$ cat src/rtl/mem_port_arbiter_pkg.sv
// Shared types and defaults for the unified-memory port arbiter.
// State encodings are fixed so that waveform decoders and debug tools can rely on them.
package mem_port_arbiter_pkg;

    typedef enum logic [1:0] {
        IDLE  = 2'd0,
        FETCH = 2'd1,
        DATA  = 2'd2
    } arb_state_t;

    localparam int DEFAULT_TIMEOUT = 255;

    // Smallest counter width that can hold TIMEOUT-1 (at least one bit).
    function automatic int ctr_width(input int timeout);
        return (timeout > 1) ? $clog2(timeout) : 1;
    endfunction

endpackage

$ cat src/rtl/mem_port_arbiter_bus_timeout_ctr.sv
// Wait-cycle counter for one memory transaction; expired flags the cycle the count equals limit.
// Latency: combinational expired from registered count; no backpressure.
module bus_timeout_ctr
    import mem_port_arbiter_pkg::*;
#(
    parameter int TIMEOUT = DEFAULT_TIMEOUT,
    parameter int CW      = ctr_width(TIMEOUT)
) (
    input  logic          clk,
    input  logic          rst,
    input  logic          clr,
    input  logic          en,
    input  logic [CW-1:0] limit,
    output logic          expired
);

    generate
        if (TIMEOUT == 0) begin : g_off
            assign expired = 1'b0;
        end else begin : g_on
            logic [CW-1:0] cnt;

            always_ff @(posedge clk or posedge rst) begin
                if (rst) begin
                    cnt <= '0;
                end else if (clr) begin
                    cnt <= '0;
                end else if (en) begin
                    cnt <= cnt + 1'b1;
                end
            end

            assign expired = en && (cnt == limit);
        end
    endgenerate

endmodule

$ cat src/rtl/mem_port_arbiter.sv
// Arbitrates the single-port memory between fetch and load/store, one registered transaction at a time.
// Latency: 2 cycles request-to-ready minimum; stall_pipe holds requesters until their ready pulse.
module mem_port_arbiter
    import mem_port_arbiter_pkg::*;
#(
    parameter int ADDR_W  = 32,
    parameter int DATA_W  = 32,
    parameter int TIMEOUT = DEFAULT_TIMEOUT
) (
    input  logic              clk,
    input  logic              rst,
    input  logic              if_req,
    input  logic [ADDR_W-1:0] if_addr,
    output logic [DATA_W-1:0] if_rdata,
    output logic              if_ready,
    input  logic              mem_read,
    input  logic              mem_write,
    input  logic [ADDR_W-1:0] d_addr,
    input  logic [DATA_W-1:0] d_wdata,
    output logic [DATA_W-1:0] d_rdata,
    output logic              d_ready,
    output logic              m_req,
    output logic              m_we,
    output logic [ADDR_W-1:0] m_addr,
    output logic [DATA_W-1:0] m_wdata,
    input  logic [DATA_W-1:0] m_rdata,
    input  logic              m_ack,
    output logic              stall_pipe,
    output logic              bus_err,
    output logic              err_sticky
);

    localparam int CW = ctr_width(TIMEOUT);
    localparam logic [CW-1:0] LIMIT = CW'((TIMEOUT > 0) ? TIMEOUT - 1 : 0);

    arb_state_t state;
    logic       last_was_data;
    logic       data_pend;
    logic       timed_out;

    assign data_pend  = mem_read | mem_write;
    assign stall_pipe = (if_req & ~if_ready) | (data_pend & ~d_ready);

    bus_timeout_ctr #(.TIMEOUT(TIMEOUT), .CW(CW)) u_timeout (
        .clk     (clk),
        .rst     (rst),
        .clr     (state == IDLE),
        .en      (m_req & ~m_ack),
        .limit   (LIMIT),
        .expired (timed_out)
    );

    always_ff @(posedge clk or posedge rst) begin
        if (rst) begin
            state         <= IDLE;
            last_was_data <= 1'b0;
            m_req         <= 1'b0;
            m_we          <= 1'b0;
            m_addr        <= '0;
            m_wdata       <= '0;
            if_rdata      <= '0;
            d_rdata       <= '0;
            if_ready      <= 1'b0;
            d_ready       <= 1'b0;
            bus_err       <= 1'b0;
            err_sticky    <= 1'b0;
        end else begin
            if_ready <= 1'b0;
            d_ready  <= 1'b0;
            bus_err  <= 1'b0;
            case (state)
                IDLE: begin
                    // Data normally wins; a fetch waiting behind a data access goes next.
                    if (if_req && (!data_pend || last_was_data)) begin
                        state   <= FETCH;
                        m_req   <= 1'b1;
                        m_we    <= 1'b0;
                        m_addr  <= if_addr;
                        m_wdata <= '0;
                    end else if (data_pend) begin
                        state   <= DATA;
                        m_req   <= 1'b1;
                        m_we    <= mem_write;
                        m_addr  <= d_addr;
                        m_wdata <= d_wdata;
                    end
                end
                FETCH, DATA: begin
                    if (m_ack || timed_out) begin
                        state   <= IDLE;
                        m_req   <= 1'b0;
                        bus_err <= ~m_ack;
                        if (!m_ack) begin
                            err_sticky <= 1'b1;
                        end
                        if (state == FETCH) begin
                            if_ready      <= 1'b1;
                            if_rdata      <= m_ack ? m_rdata : '0;
                            last_was_data <= 1'b0;
                        end else begin
                            d_ready       <= 1'b1;
                            d_rdata       <= (m_ack && !m_we) ? m_rdata : '0;
                            last_was_data <= 1'b1;
                        end
                    end
                end
                default: begin
                    state <= IDLE;
                    m_req <= 1'b0;
                end
            endcase
        end
    end

endmodule

$ cat config.mk
export PLATFORM = sky130hd
export DESIGN_NAME = mem_port_arbiter
export DESIGN_NICKNAME = d
export VERILOG_FILES = /design/src/rtl/mem_port_arbiter_pkg.sv /design/src/rtl/mem_port_arbiter_bus_timeout_ctr.sv /design/src/rtl/mem_port_arbiter.sv
export SDC_FILE = /design/constraint.sdc
export NUM_CORES = 1
export LEC_CHECK = 0
export ABC_AREA = 1
export ABC_CLOCK_PERIOD_IN_PS = 6480
export CAP_MARGIN = 20
export CORE_ASPECT_RATIO = 1.75
export CORE_UTILIZATION = 44
export CTS_BUF_LIST = sky130_fd_sc_hd__clkbuf_4 sky130_fd_sc_hd__clkbuf_8
export CTS_CLUSTER_SIZE = 20
export DETAILED_ROUTE_END_ITERATION = 16
export PLACE_DENSITY = 0.89
export SYNTH_ARGS = -nofsm -noshare
export SYNTH_HDL_FRONTEND = slang
export SYNTH_SLANG_ARGS = --single-unit
$ cat constraint.sdc
create_clock -name clk -period 6.48 [get_ports clk]
set_input_delay 1.944 -clock clk [delete_from_list [all_inputs] [get_ports clk]]
set_output_delay 1.944 -clock clk [all_outputs]
set_load 0.005 [all_outputs]
==> results of run 1 <==
[cells by family after synthesis]
| group | synth area share (%) |
|---|---|
| AOI/OAI and AO/OA | 10.0 |
| DFF | 57.6 |
| and+or+nand+nor | 22.8 |
| buffers and inverters | 8.80 |
| adders and majority gates | 0.794 |
[stage by stage]
| step | hold slack (ns) | utilization, % | total power [mW] | cells | worst slack (ns) |
|---|---|---|---|---|---|
| global route | 0.494 | 68.2 | 4.37 | 1175 | 1.19 |
| global placement | 0.450 | 64.8 | 3.32 | 1140 | 1.27 |
| finish | 0.470 | 68.2 | 4.09 | 1175 | 1.23 |
| CTS | 0.474 | 67.7 | 4.10 | 1172 | 1.27 |
| floorplan | 0.442 | - | 2.36 | 730 | 0.641 |
| detailed placement | 0.454 | 64.8 | 3.38 | 1140 | 1.28 |
[layout make-up]
cell class | instances | area, µm²
clock inverter | 14 | 144
multi-input combinational | 459 | 2120
tap | 177 | 221
clock buffer | 18 | 248
timing repair buffer | 277 | 2800
sequential | 145 | 3630
inverter | 85 | 324
fill | 1103 | 4430
[worst max-delay path by stage]
stage | slack (ns) | cells past startpoint | startpoint | to
2_1_floorplan | 0.64 | 1 | rst | bus_err
3_3_place_gp | 1.27 | 4 | if_req | stall_pipe
3_5_place_dp | 1.28 | 4 | if_req | stall_pipe
4_1_cts | 1.27 | 4 | if_req | stall_pipe
5_1_grt | 1.19 | 4 | if_req | stall_pipe
6_report | 1.23 | 4 | if_req | stall_pipe
[placed cells by master, fill, tap and decap left out, types with 2 or more instances in the layout]
| cell type | synthesis | routed |
|---|---|---|
| clkdlybuf4s50_1 | 0 | 268 |
| nand2_1 | 218 | 218 |
| dfrtp_1 | 145 | 145 |
| inv_1 | 80 | 79 |
| nor2_1 | 76 | 76 |
| o21ai_0 | 39 | 39 |
| nand4_1 | 33 | 33 |
| a31oi_1 | 32 | 32 |
| o21ai_1 | 29 | 29 |
| clkbuf_8 | 0 | 18 |
| nand3_1 | 8 | 8 |
| inv_6 | 0 | 7 |
| buf_4 | 4 | 6 |
| a21oi_1 | 5 | 5 |
| inv_2 | 4 | 4 |
| ha_1 | 4 | 4 |
| clkinv_4 | 0 | 4 |
| nand2_4 | 2 | 2 |
| clkinvlp_4 | 0 | 2 |
| buf_16 | 0 | 2 |
[layer usage]
layer / up-vias / wire length, µm / track usage, %
li1: 2829 / - / -
met1: 2773 / 6950 / 28.4
met2: 224 / 9770 / 45.6
met3: 37 / 1220 / 6.91
met4: 0 / 537 / 10.5
met5: - / 0 / 0
[power by group through the flow]
stage,logic [mW],registers (mW),clock network (mW)
2_1_floorplan,0.835,1.52,0
3_3_place_gp,1.83,1.49,0
3_5_place_dp,1.88,1.51,0
4_1_cts,1.88,1.49,0.723
5_1_grt,2.08,1.53,0.760
6_report,1.89,1.50,0.704
[sequential cells by signal (all words and copies together), names as in the netlist]
register / cells
state: 2
m_addr: 32
m_req: 1
err_sticky: 1
if_ready: 1
d_rdata: 32
bus_err: 1
if_rdata: 32
u_timeout.g_on.cnt: 8
m_wdata: 32
d_ready: 1
m_we: 1
last_was_data: 1
[critical path: stages]
cell	delay (ns)
clkdlybuf4s50_1	0.59
inv_2	0.11
o22ai_1	0.15
clkdlybuf4s50_1	0.51
==> results.toml, run 1 <==
[logic_synthesis]
ys_seq_area_share_pct = 57.6
yosys_warnings = 0
synth_cell_types = 31
synth_edf_count = 0
ys_ff_latch = 145
synth_common_cells = "218 x nand2_1, 145 x dfrtp_1, 80 x inv_1"
synth_top_area_share_pct = 57.6
synth_nets = 868
async_reset_ff_share_pct = 100
synthFlopType = "dfrtp_1"
synth_top_area_cell = "dfrtp_1"
synth_area_mm2 = 0.00630
synthCells = 730
yosysMostFrequentCell = "nand2_1"
synth_area_leaders = "dfrtp_1 58%, nand2_1 13%, inv_1 4.8%"
avgSynthCellArea_um2 = 8.63

[critical_path]
critical_path.startpoint_type = "input port"
r2r_start = "state[1]"
worstPathArrival_ns = 3.30
end_kind = "output port"
critPathMaxFanout = 4
rrSetupSlack_ns = 3.95
cp.required_ns = 4.54
r2r_cells = 7
r2r_end = "m_addr[17]"
critPathKind = "in2out"

[sta]
min_period_ns = 5.25
slew_headroom_pct = 33.3
fin_crit_sh_pct = 80.9
slew_viol_final = 0
finalHoldViolCount = 0
worstMarginPinSlew_ns = 0.994
setup_viol = 0
fin_skew_ns = 0.00991
rsz0062_at_grt = "no"
fmax_ghz = 0.191
fin_tns_setup_ns = 0

[routing]
via_count = 5863
drtPass1Iterations = 5
drtIter0Drc = 223
route.final.wire_length_um = 18500
vias_per_cell = 4.99
wl_per_cell_um = 15.7
ant_nets = 0
drc = 0

[placed_design]
gp_congestion = 0.825
place_hpwl_um = 13200
portBuffers = 268
postPlaceCellArea_mm2 = 0.00902

[clock_tree]
tritoncts = "done"
cts_num_sinks = 145
hold_buffers = 0
postCtsSetupRepairBufs = 0
htreeDepth = 4
numCtsBuffers = 17
cts_resized = 0
root_buffer = "clkbuf_8"
insertion_delay_ns = 0.44
path_clk_slew_ns = 0.08
clock_path_buffers = 2

[finish]
syn_to_final_growth_pct = 50.5
drive_gt1_share_pct = 5.71
fin_area_mm2 = 0.00948
final_nets = 1123
antenna_cells = 0

[power_and_ir_drop]
comb_power_share_pct = 46.2
switchingPower_mw = 1.51
p_int_mw = 2.58
p_leak_nw = 4.43
ir_drop_uv = 284
powerDensity_mw_per_mm2 = 431
p_seq_share_pct = 36.6
pwr-share-clk_pct = 17.2
switching_share_pct = 37.0

[min_path]
min_from = "err_sticky"
min-delay-path-class = "reg2reg"
min_to = "err_sticky"
whs_path_depth = 1

[global_routing]
grt_pass1_vias = 5902
grt_usage_pct = 25.6
grt_pass1_wl_um = 29400
antenna_found_initial = 0
grt_max_degree = 79
gr-total-overflow = 0

[floorplanning]
fp.dieH_um = 160
floorplan.rows = 57
die_area_mm2 = 0.0148
core_area_mm2 = 0.0139
io_pins = 269
initial_core_util_pct = 45.3
die_w_um = 92.5

[run_status]
status = "finished, final reports clean"

[flow_run]
maxCapViolations = 0
No activity file was read; power rests on OpenSTA's default activity.
==> inputs of run 2 (changes only) <==
Settings changed: ABC_CLOCK_PERIOD_IN_PS 6480 to 4400, CORE_UTILIZATION 44 to 40, PLACE_DENSITY 0.89 to 0.85.
Clock period 6.48 ns to 4.4 ns, I/O delays scaled along.
==> run 2 against run 1 <==
Via count is 0.24% higher; hold slack better by 0.0047 ns; worst setup slack worse by 0.84 ns; sequential power is 47% higher; critical endpoint unchanged; clock-buffer cell count is 1 lower; clock power is 62% higher.
==> results.toml, run 2 (synthesis gave the netlist of run 1 again) <==
[clock_tree]
cts_num_sinks = 145
root_buffer = "clkbuf_8"
insertion_delay_ns = 0.43
numCtsBuffers = 17
path_clk_slew_ns = 0.09
clock_path_buffers = 2
cts_resized = 0
tritoncts = "done"
hold_buffers = 0
postCtsSetupRepairBufs = 0
htreeDepth = 4

[sta]
rsz0062_at_grt = "no"
min_period_ns = 4.01
fmax_ghz = 0.250
fin_crit_sh_pct = 91.1
whs_ns = 0.475
fin_skew_ns = 0.00982
slew_headroom_pct = 46.2
worstMarginPinSlew_ns = 0.806
finalHoldViolCount = 0
fin_ws_ns = 0.393
slew_viol_final = 0
setup_viol = 0
fin_tns_setup_ns = 0

[critical_path]
crit_start = "if_req"
cp.required_ns = 3.08
critPathKind = "in2out"
r2r_start = "u_timeout.g_on.cnt[0]"
end_kind = "output port"
critPathMaxFanout = 4
worstPathArrival_ns = 2.69
critical_path.startpoint_type = "input port"

[placed_design]
gp_congestion = 0.796
portBuffers = 268
dp_slack_ns = 0.397
place_hpwl_um = 13300

[power_and_ir_drop]
p_int_mw = 3.89
p_seq_share_pct = 35.9
ir_drop_uv = 305
pwr-share-clk_pct = 18.6
comb_power_share_pct = 45.5
power.total_mw = 6.13
p_leak_nw = 4.44
powerDensity_mw_per_mm2 = 643
switching_share_pct = 36.6
switchingPower_mw = 2.24

[global_routing]
gr-total-overflow = 0
antenna_found_initial = 1
grt_usage_pct = 23.6
grt_max_degree = 70
grt_pass1_vias = 6005
grt_pass1_wl_um = 30600

[min_path]
min-delay-path-class = "reg2reg"
min_from = "d_rdata[7]"

[finish]
syn_to_final_growth_pct = 51.5
drive_gt1_share_pct = 5.90
final_nets = 1125
final_cell_mix = "268 x clkdlybuf4s50_1, 218 x nand2_1, 145 x dfrtp_1"
final_common_cell = "clkdlybuf4s50_1"

[floorplanning]
die_area_mm2 = 0.0163
initial_core_util_pct = 40.9
floorplan.rows = 60
fp.dieH_um = 168
die_w_um = 96.9
core_area_mm2 = 0.0154
io_pins = 269

[routing]
ant_nets = 0
vias_per_cell = 4.95
drtPass1Iterations = 6
route.final.wire_length_um = 18900
via_count = 5877
wl_per_cell_um = 15.9
drtIter0Drc = 268
drc = 0

[run_status]
status = "finished, final reports clean"

[flow_run]
maxCapViolations = 0
## run 2: cell count changes in the layout (fill, tap and decap cells not counted), sizes merged
| cell | delta |
|---|---|
| buf | +2 |
| diode | +1 |
| bufinv | +2 |
| clkinvlp | +3 |
| inv | -1 |
| clkinv | -3 |
| clkbuf | -1 |
## run 2: layout make-up
type | instances | area [µm²]
antenna | 1 | 2.50
clock buffer | 17 | 234
clock inverter | 15 | 195
fill | 1323 | 5850
inverter | 85 | 323
multi-input combinational | 459 | 2120
sequential | 145 | 3630
tap | 186 | 233
timing repair buffer | 279 | 2810
## run 2: critical path: stages
cell and delay (ns):
clkdlybuf4s50_1 0.57, inv_2 0.10, o22ai_1 0.17, clkdlybuf4s50_1 0.53
## run 2: path summary, 6_finish.rpt
kind	endpoint	slack, ns	depth (start not counted)
max in group asynchronous	m_addr[6]	2.40	3
max	stall_pipe	0.39	4
min in group asynchronous	m_wdata[2]	1.26	2
max reg2reg	d_rdata[28]	2.31	9
min	d_rdata[7]	0.48	2
min reg2reg	d_rdata[7]	0.48	2
## run 2: metal layers
metal / vias up / global-route usage, % / wire length (µm)
li1: 2838 / - / -
met1: 2778 / 26.8 / 7260
met2: 218 / 41.8 / 9810
met3: 43 / 5.23 / 1050
met4: 0 / 11.3 / 765
met5: - / 0 / 0
## run 2: per-stage QoR
| step | area (µm²) | util [%] | std cells |
|---|---|---|---|
| after floorplan | 6300 | - | 730 |
| after global placement | 9080 | 59.0 | 1153 |
| after detailed placement | 9110 | 59.2 | 1154 |
| after CTS | 9540 | 62.0 | 1186 |
| after global routing | 9540 | 62.0 | 1187 |
| final | 9540 | 62.0 | 1187 |
## run 2: power groups by stage
stage	combinational [mW]	sequential, mW	clock [mW]
detailed placement	2.82	2.22	0
finish	2.79	2.20	1.14
CTS	2.82	2.20	1.18
global placement	2.73	2.20	0
global route	3.08	2.27	1.23
floorplan	1.23	2.24	0
